[config.mk]
export PLATFORM = sky130hd
export DESIGN_NAME = pwm_capture
export DESIGN_NICKNAME = d
export VERILOG_FILES = /design/src/rtl/pwm_capture.sv
export SDC_FILE = /design/constraint.sdc
export NUM_CORES = 1
export LEC_CHECK = 0
export CAP_MARGIN = 20
export CORE_AREA = 2 2 99 101
export CTS_CLUSTER_SIZE = 8
export DETAILED_ROUTE_END_ITERATION = 10
export DIE_AREA = 0 0 101 103
export PLACE_DENSITY = 0.57
export SYNTH_ARGS = -nofsm -noshare
export SYNTH_HDL_FRONTEND = slang
export SYNTH_SLANG_ARGS = --single-unit
[constraint.sdc]
create_clock -name clock -period 3.2 [get_ports clock]
set_clock_uncertainty 0.05 [all_clocks]
set_input_delay 0.64 -clock clock [delete_from_list [all_inputs] [get_ports clock]]
set_output_delay 0.64 -clock clock [all_outputs]
set_load 0.02 [all_outputs]
[src/rtl/pwm_capture.sv]
// Measures PWM duty, rising edges and stuck state over windows of 2^WIN_BITS clocks; results appear the cycle after the window's last clock.
// No backpressure. Optional glitch filter on the synchronised input: PWM_CAPTURE_FILTER_EN.
module pwm_capture #(
   parameter int WIN_BITS    = 16,
   parameter int SYNC_STAGES = 2,
   parameter int FILTER_LEN  = 4
) (
   input  logic       clock,
   input  logic       reset,
   input  logic       pwm_in,
   output logic       level,
   output logic [7:0] duty,
   output logic [7:0] edges,
   output logic       stuck,
   output logic       duty_valid
);

   if (WIN_BITS < 8 || SYNC_STAGES < 2 || FILTER_LEN < 1) begin : g_param_check
      $error("pwm_capture: illegal parameter value");
   end

   logic [SYNC_STAGES-1:0] sync_q;
   logic                   s;
   logic                   f;

   always_ff @(posedge clock) begin
      if (reset) sync_q <= '0;
      else       sync_q <= {sync_q[SYNC_STAGES-2:0], pwm_in};
   end

   assign s = sync_q[SYNC_STAGES-1];

`ifdef PWM_CAPTURE_FILTER_EN
   localparam int FCW = (FILTER_LEN > 1) ? $clog2(FILTER_LEN) : 1;

   logic [FCW-1:0] flt_cnt;
   logic           f_q;

   // f follows s only once s has differed from f for FILTER_LEN consecutive cycles
   always_ff @(posedge clock) begin
      if (reset) begin
         flt_cnt <= '0;
         f_q     <= 1'b0;
      end else if (s == f_q) begin
         flt_cnt <= '0;
      end else if (flt_cnt == FCW'(FILTER_LEN - 1)) begin
         f_q     <= s;
         flt_cnt <= '0;
      end else begin
         flt_cnt <= flt_cnt + 1'b1;
      end
   end

   assign f = f_q;
`else
   assign f = s;
`endif

   assign level = f;

   logic [WIN_BITS-1:0] win_cnt;
   logic [WIN_BITS:0]   hi_acc;
   logic [WIN_BITS:0]   total;
   logic [7:0]          edge_cnt;
   logic [7:0]          edge_next;
   logic                any_edge;
   logic                any_next;
   logic                f_d;
   logic                rise;

   localparam logic [WIN_BITS:0] FULL = {1'b1, {WIN_BITS{1'b0}}};

   // Closing values include the current cycle's sample and edge
   always_comb begin
      rise      = f & ~f_d;
      total     = hi_acc + {{WIN_BITS{1'b0}}, f};
      edge_next = (rise && edge_cnt != 8'hFF) ? edge_cnt + 8'd1 : edge_cnt;
      any_next  = any_edge | (f ^ f_d);
   end

   always_ff @(posedge clock) begin
      if (reset) begin
         win_cnt    <= '0;
         hi_acc     <= '0;
         edge_cnt   <= '0;
         any_edge   <= 1'b0;
         f_d        <= 1'b0;
         duty       <= '0;
         edges      <= '0;
         stuck      <= 1'b0;
         duty_valid <= 1'b0;
      end else begin
         win_cnt <= win_cnt + 1'b1;
         f_d     <= f;
         if (&win_cnt) begin
            duty       <= (total == FULL) ? 8'hFF : total[WIN_BITS-1 -: 8];
            edges      <= edge_next;
            stuck      <= ~any_next;
            duty_valid <= 1'b1;
            hi_acc     <= '0;
            edge_cnt   <= '0;
            any_edge   <= 1'b0;
         end else begin
            hi_acc     <= total;
            edge_cnt   <= edge_next;
            any_edge   <= any_next;
            duty_valid <= 1'b0;
         end
      end
   end

endmodule

# Word-level counts from Yosys, hierarchy flattened
# Index checks and enable logic that the tools add are counted.
# classes
reduce_logical	3
addsub	3
n_bitwise	5
mux	3
eq_ne	2
# ops
operator	count
adder 17 x 1 -> 17 bit	1
== test 17 bit, second input constant	1
adder 16 x 1 -> 16 bit, second input constant	1
2-to-1 mux 8 bit	2
AND reduction 16 bit	1
adder 8 x 1 -> 8 bit, second input constant	1
inequality test 8 bit, second input constant	1
inverter 1 bit	2
OR reduction 2 bit	1
bitwise AND 1 bit	1
logical AND 1 bit	1
2-to-1 mux 1 bit	1
bitwise OR 1 bit	1
XOR 1 bit	1
# totals
regBits	63
out_inout_bits	19
elab_cells	26
input_bits	3

# Depth between registers and ports, before layout
# depth
ltp_word	4
mapped_depth	9
depth_no_buf	8

# Least setup slack after synthesis
# Ideal clock, no wire load.
# synth_timing
path_type	reg-to-reg
start	register sync_q[1]
end	register duty[2]
arrival_ns	2.278
n_path_buf	1
path_stages_with_launch	9
synth_period_minus_slack_ns	2.407
setup_ns	0.079
required_ns	3.071
setup_slack_ns	0.793
path_cell_list	dfxtp_1 -> ha_1 -> ha_1 -> and4_1 -> clkbuf_1 -> o211ai_1 -> a2111oi_4 -> nand4_4 -> o211ai_1
# synth_via
elab_chain_cells	3
# synth_rtl
element	line_no	text
from (decl)	22	logic [SYNC_STAGES-1:0] sync_q;
from (signal assigned)	28	else sync_q <= {sync_q[SYNC_STAGES-2:0], pwm_in};
adder 17 x 1 -> 17 bit (*)	76	total = hi_acc + {{WIN_BITS{1'b0}}, f};
== test 17 bit	96	duty <= (total == FULL) ? 8'hFF : total[WIN_BITS-1 -: 8];
2-to-1 mux 8 bit (*)	96	
to (signal assigned)	96	
to (decl)	12	output logic [7:0] duty,
# Mark *: on every way between the ends. The rest lies on a longest branch, timed or not.
# A chain may end at the register's enable or synchronous reset.

# Worst setup path after layout
# Ends and elaborated chain as after synthesis.

==> key figures <==
Floorplanning
  – Die area: roughly 10000 um2
  – Initial Util: 28.82%
  – Core box area: approximately 9500 um2
  – Die Span Y: approximately 100 um
  – Die Width: 101 um
  – # rows: 36
  – # IOs: 22

Logic synthesis
  – Syn_nets: 300
  – #FFs+latches synth: 63
  – Mapped cell area: about 2700 um2
  – Cells after Synth: between 200 and 300
  – Synthesized area per cell: a little over 9 um2
  – Cell accounting for the most synthesized area: dfxtp_1
  – Yosys warnings: 0
  – Top-area cell type share of the netlist area: 46.26%
  – Synth area leaders: dfxtp_1 46%, xor2_1 6.4%, nor2_1 6.3%
  – Yosys cell types: 47
  – Sequential fraction of the synthesis area: between 40% and 50%

STA
  – Relative slew slack: 64.23%
  – Tightest Pin Transition: 0.5324 ns
  – Slack of the critical path: roughly 0.67 ns
  – Fmax: about 400 MHz
  – Final Hold Vio Count: 0
  – # setup viols final: 0
  – Setup TNS: 0 ns
  – Min Tclk post-route: ~2.5 ns
  – RSZ-0062 raised after global routing: no
  – Final period util: 79.20%
  – Fin. max-slew vios: 0

Critical path
  – CP Depth: 8
  – Max stage delay cell, worst path: and4_1
  – Worst flop-to-flop path startpoint: sync_q[1]
  – Setup crit end: duty[2]
  – Most frequent CP cell: ha_1
  – Worst r2r path cells: 8
  – Required time of the worst setup path: 3.40 ns
  – CP Launch Point: sync_q[1]
  – Max incr delay on CP: between 0.3 and 0.4 ns
  – Arr. time, crit path: around 2.7 ns
  – Setup crit end kind: flip-flop
  – Critical path type: flip-flop to flip-flop
  – Max Fanout on Critical Path: 8
  – Startpoint Class: flip-flop
  – Critical R2R Capture: duty[2]
  – Cell family with most CP delay: simple AND/OR/NAND/NOR gates
  – CP cell instances: ha_1 -> ha_1 -> and4_1 -> and3_1 -> nand4_1 -> a32oi_1 -> nand4_4 -> o211ai_1
  – R2R setup slack: approximately 0.67 ns
  – Buf+Inv Stages, Crit Path: 0

Drt
  – Routed wire length: about 5200 um
  – Pre-antenna DRT Iters: 4
  – Post-DR vias/cell: between 4 and 5
  – Detailed Route Iter0 Violations: between 50 and 60
  – Wire per inst: approximately 12 um
  – ANT nets after route: 0
  – Vias: about 2000
  – Total DRC errors in the routed layout: 0

Clocking
  – H-tree depth: 3
  – CTS buffer count: 9
  – CTS tree: built
  – Clk sinks: 63
  – Buffer depth of the longest clock path: 2
  – Root Driver: clkbuf_8
  – Clock latency on the worst-skew pair: 0.33 ns
  – Setup Buffers After CTS: 0
  – Hold Buf Count CTS: 0
  – Reg clk slew, reported paths: 0.06 ns
  – # resized after CTS: 0

Status
  – Status: finished clean

Global route
  – First-pass GRT wire length: a little under 9000 um
  – All-Layer GR Usage: 10.92%
  – Number of global-route vias before repair: ~1900
  – Largest net degree at the start of global routing: 22
  – Number of antenna violations at the first check in global routing: 0
  – Grt ovf: 0

Finish
  – Fillers: approximately 990
  – Area occupied by multi-input gates: 1383 um2
  – Synthesis-to-finish area growth: 20.70%
  – Layout Nets: 327
  – Register area: approximately 1300 um2
  – Fraction of layout cells with a size suffix above 1: under 10%
  – Diode count: 0

Place
  – Post-Place Setup Slack: roughly 0.7 ns
  – RD Place Congestion: just over 0.8
  – Number of I/O port buffers: 21
  – HPWL Detailed: roughly 3700 um

Pwr
  – Leakage power: around 0.0012 uW
  – PD cells: 511.2 nW/um2
  – Peak supply drop: 204.1 uV

Job
  – Max-cap check violation count: 0

Worst hold path
  – Hold Path Class: flip-flop to flip-flop
[final cells by class]
cell class              count  area share, %
flip-flops and latches     63          38.33
inverters                   5         0.5703
clock buffers              12          4.715
clock inverters             3          2.738
repair buffers             25          7.300
well taps                 114          4.335
multi-input cells         215          42.02
[kinds of logic after synthesis]
kind of cell               Yosys count  synth area share [%]
buffers and inverters               14                 3.029
xor gates and xnor gates            35                 11.24
DFF                                 63                 46.26
AOI/OAI and AO/OA                   33                 9.225
adders and majority gates            5                 2.295
muxes                                1                0.3672
and+or+nand+nor                    141                 27.58
[worst register-to-register path, cell delays in order (launching register included)]
cell,delay [ns]
dfxtp_1,0.38
ha_1,0.28
ha_1,0.33
and4_1,0.39
and3_1,0.23
nand4_1,0.10
a32oi_1,0.34
nand4_4,0.22
o211ai_1,0.15
[routing by layer]
metal / up-vias / track usage [%] / part of all wire [%]
met5: - / 0 / 0
met4: 0 / 3.742 / 1.3
met3: 9 / 3.729 / 4.5
met2: 36 / 17.13 / 45
met1: 933 / 14.09 / 49
li1: 1052 / - / -
[cell usage after synthesis, drive strengths merged]
master / number
a22oi: 3
o21a: 1
dfxtp: 63
nand4: 9
nand4b: 3
a2111oi: 1
nand3b: 1
nor2: 46
inv: 5
nand2b: 1
o211ai: 6
o21bai: 1
buf: 5
a21o: 1
nand3: 17
o21ai: 12
or3: 4
a32o: 1
nor3: 7
a2bb2oi: 2
nor2b: 6
clkbuf: 4
a32oi: 1
xnor2: 15
or4b: 1
nand2: 30
nor4: 3
and2: 4
and3: 4
ha: 5
mux2i: 1
and4: 2
o31a: 1
a21oi: 3
xor2: 20
or2: 3
[where the power goes]
group          switching, uW  total (uW)  internal [uW]
Clock                    291         848            557
Sequential              4.84         796            792
Combinational           23.1        38.1           15.1
Total                    319        1680           1360
[through the flow]
step	hold slack, ns	cell area (um2)	power, uW	instances	util, %
after global routing	0.4180	3291	1741	437	34.79
after detailed placement	0.3876	3045	853.3	422	32.20
after global placement	0.3742	3045	852.3	422	32.20
after floorplan	0.3638	2726	841.4	292	-
final	0.3929	3291	1682	437	34.79
after CTS	0.4023	3291	1706	437	34.79
[cells in the final DEF (no fill, tap or decap), types with 4 or more instances in the layout]
master / netlist / routed
buf_4: 0 / 4
xnor2_1: 15 / 15
nand3_1: 15 / 15
ha_1: 5 / 5
dfxtp_1: 63 / 63
nor2b_1: 6 / 6
xor2_1: 20 / 20
inv_1: 5 / 5
clkbuf_8: 0 / 11
o21ai_0: 12 / 12
and3_1: 4 / 4
nand4_1: 6 / 6
nor3_1: 7 / 7
o211ai_1: 6 / 6
clkdlybuf4s50_1: 0 / 21
nand2_1: 29 / 29
nor2_1: 46 / 46
[state kept, by name, summed over array words and instances, names as in the netlist]
name / cells
win_cnt: 16
stuck: 1
duty: 8
hi_acc: 17
duty_valid: 1
any_edge: 1
sync_q: 2
f_d: 1
edge_cnt: 8
edges: 8
[how the worst min path moves through the flow]
stage	start	to	slack (ns)	cells after the start
global route	sync_q[0]	sync_q[1]	0.42	1
detailed placement	sync_q[0]	sync_q[1]	0.39	1
floorplan	sync_q[0]	sync_q[1]	0.36	1
CTS	sync_q[0]	sync_q[1]	0.40	1
global placement	sync_q[0]	sync_q[1]	0.37	1
finish	sync_q[0]	sync_q[1]	0.39	1
(Power assumes the default switching activity.)
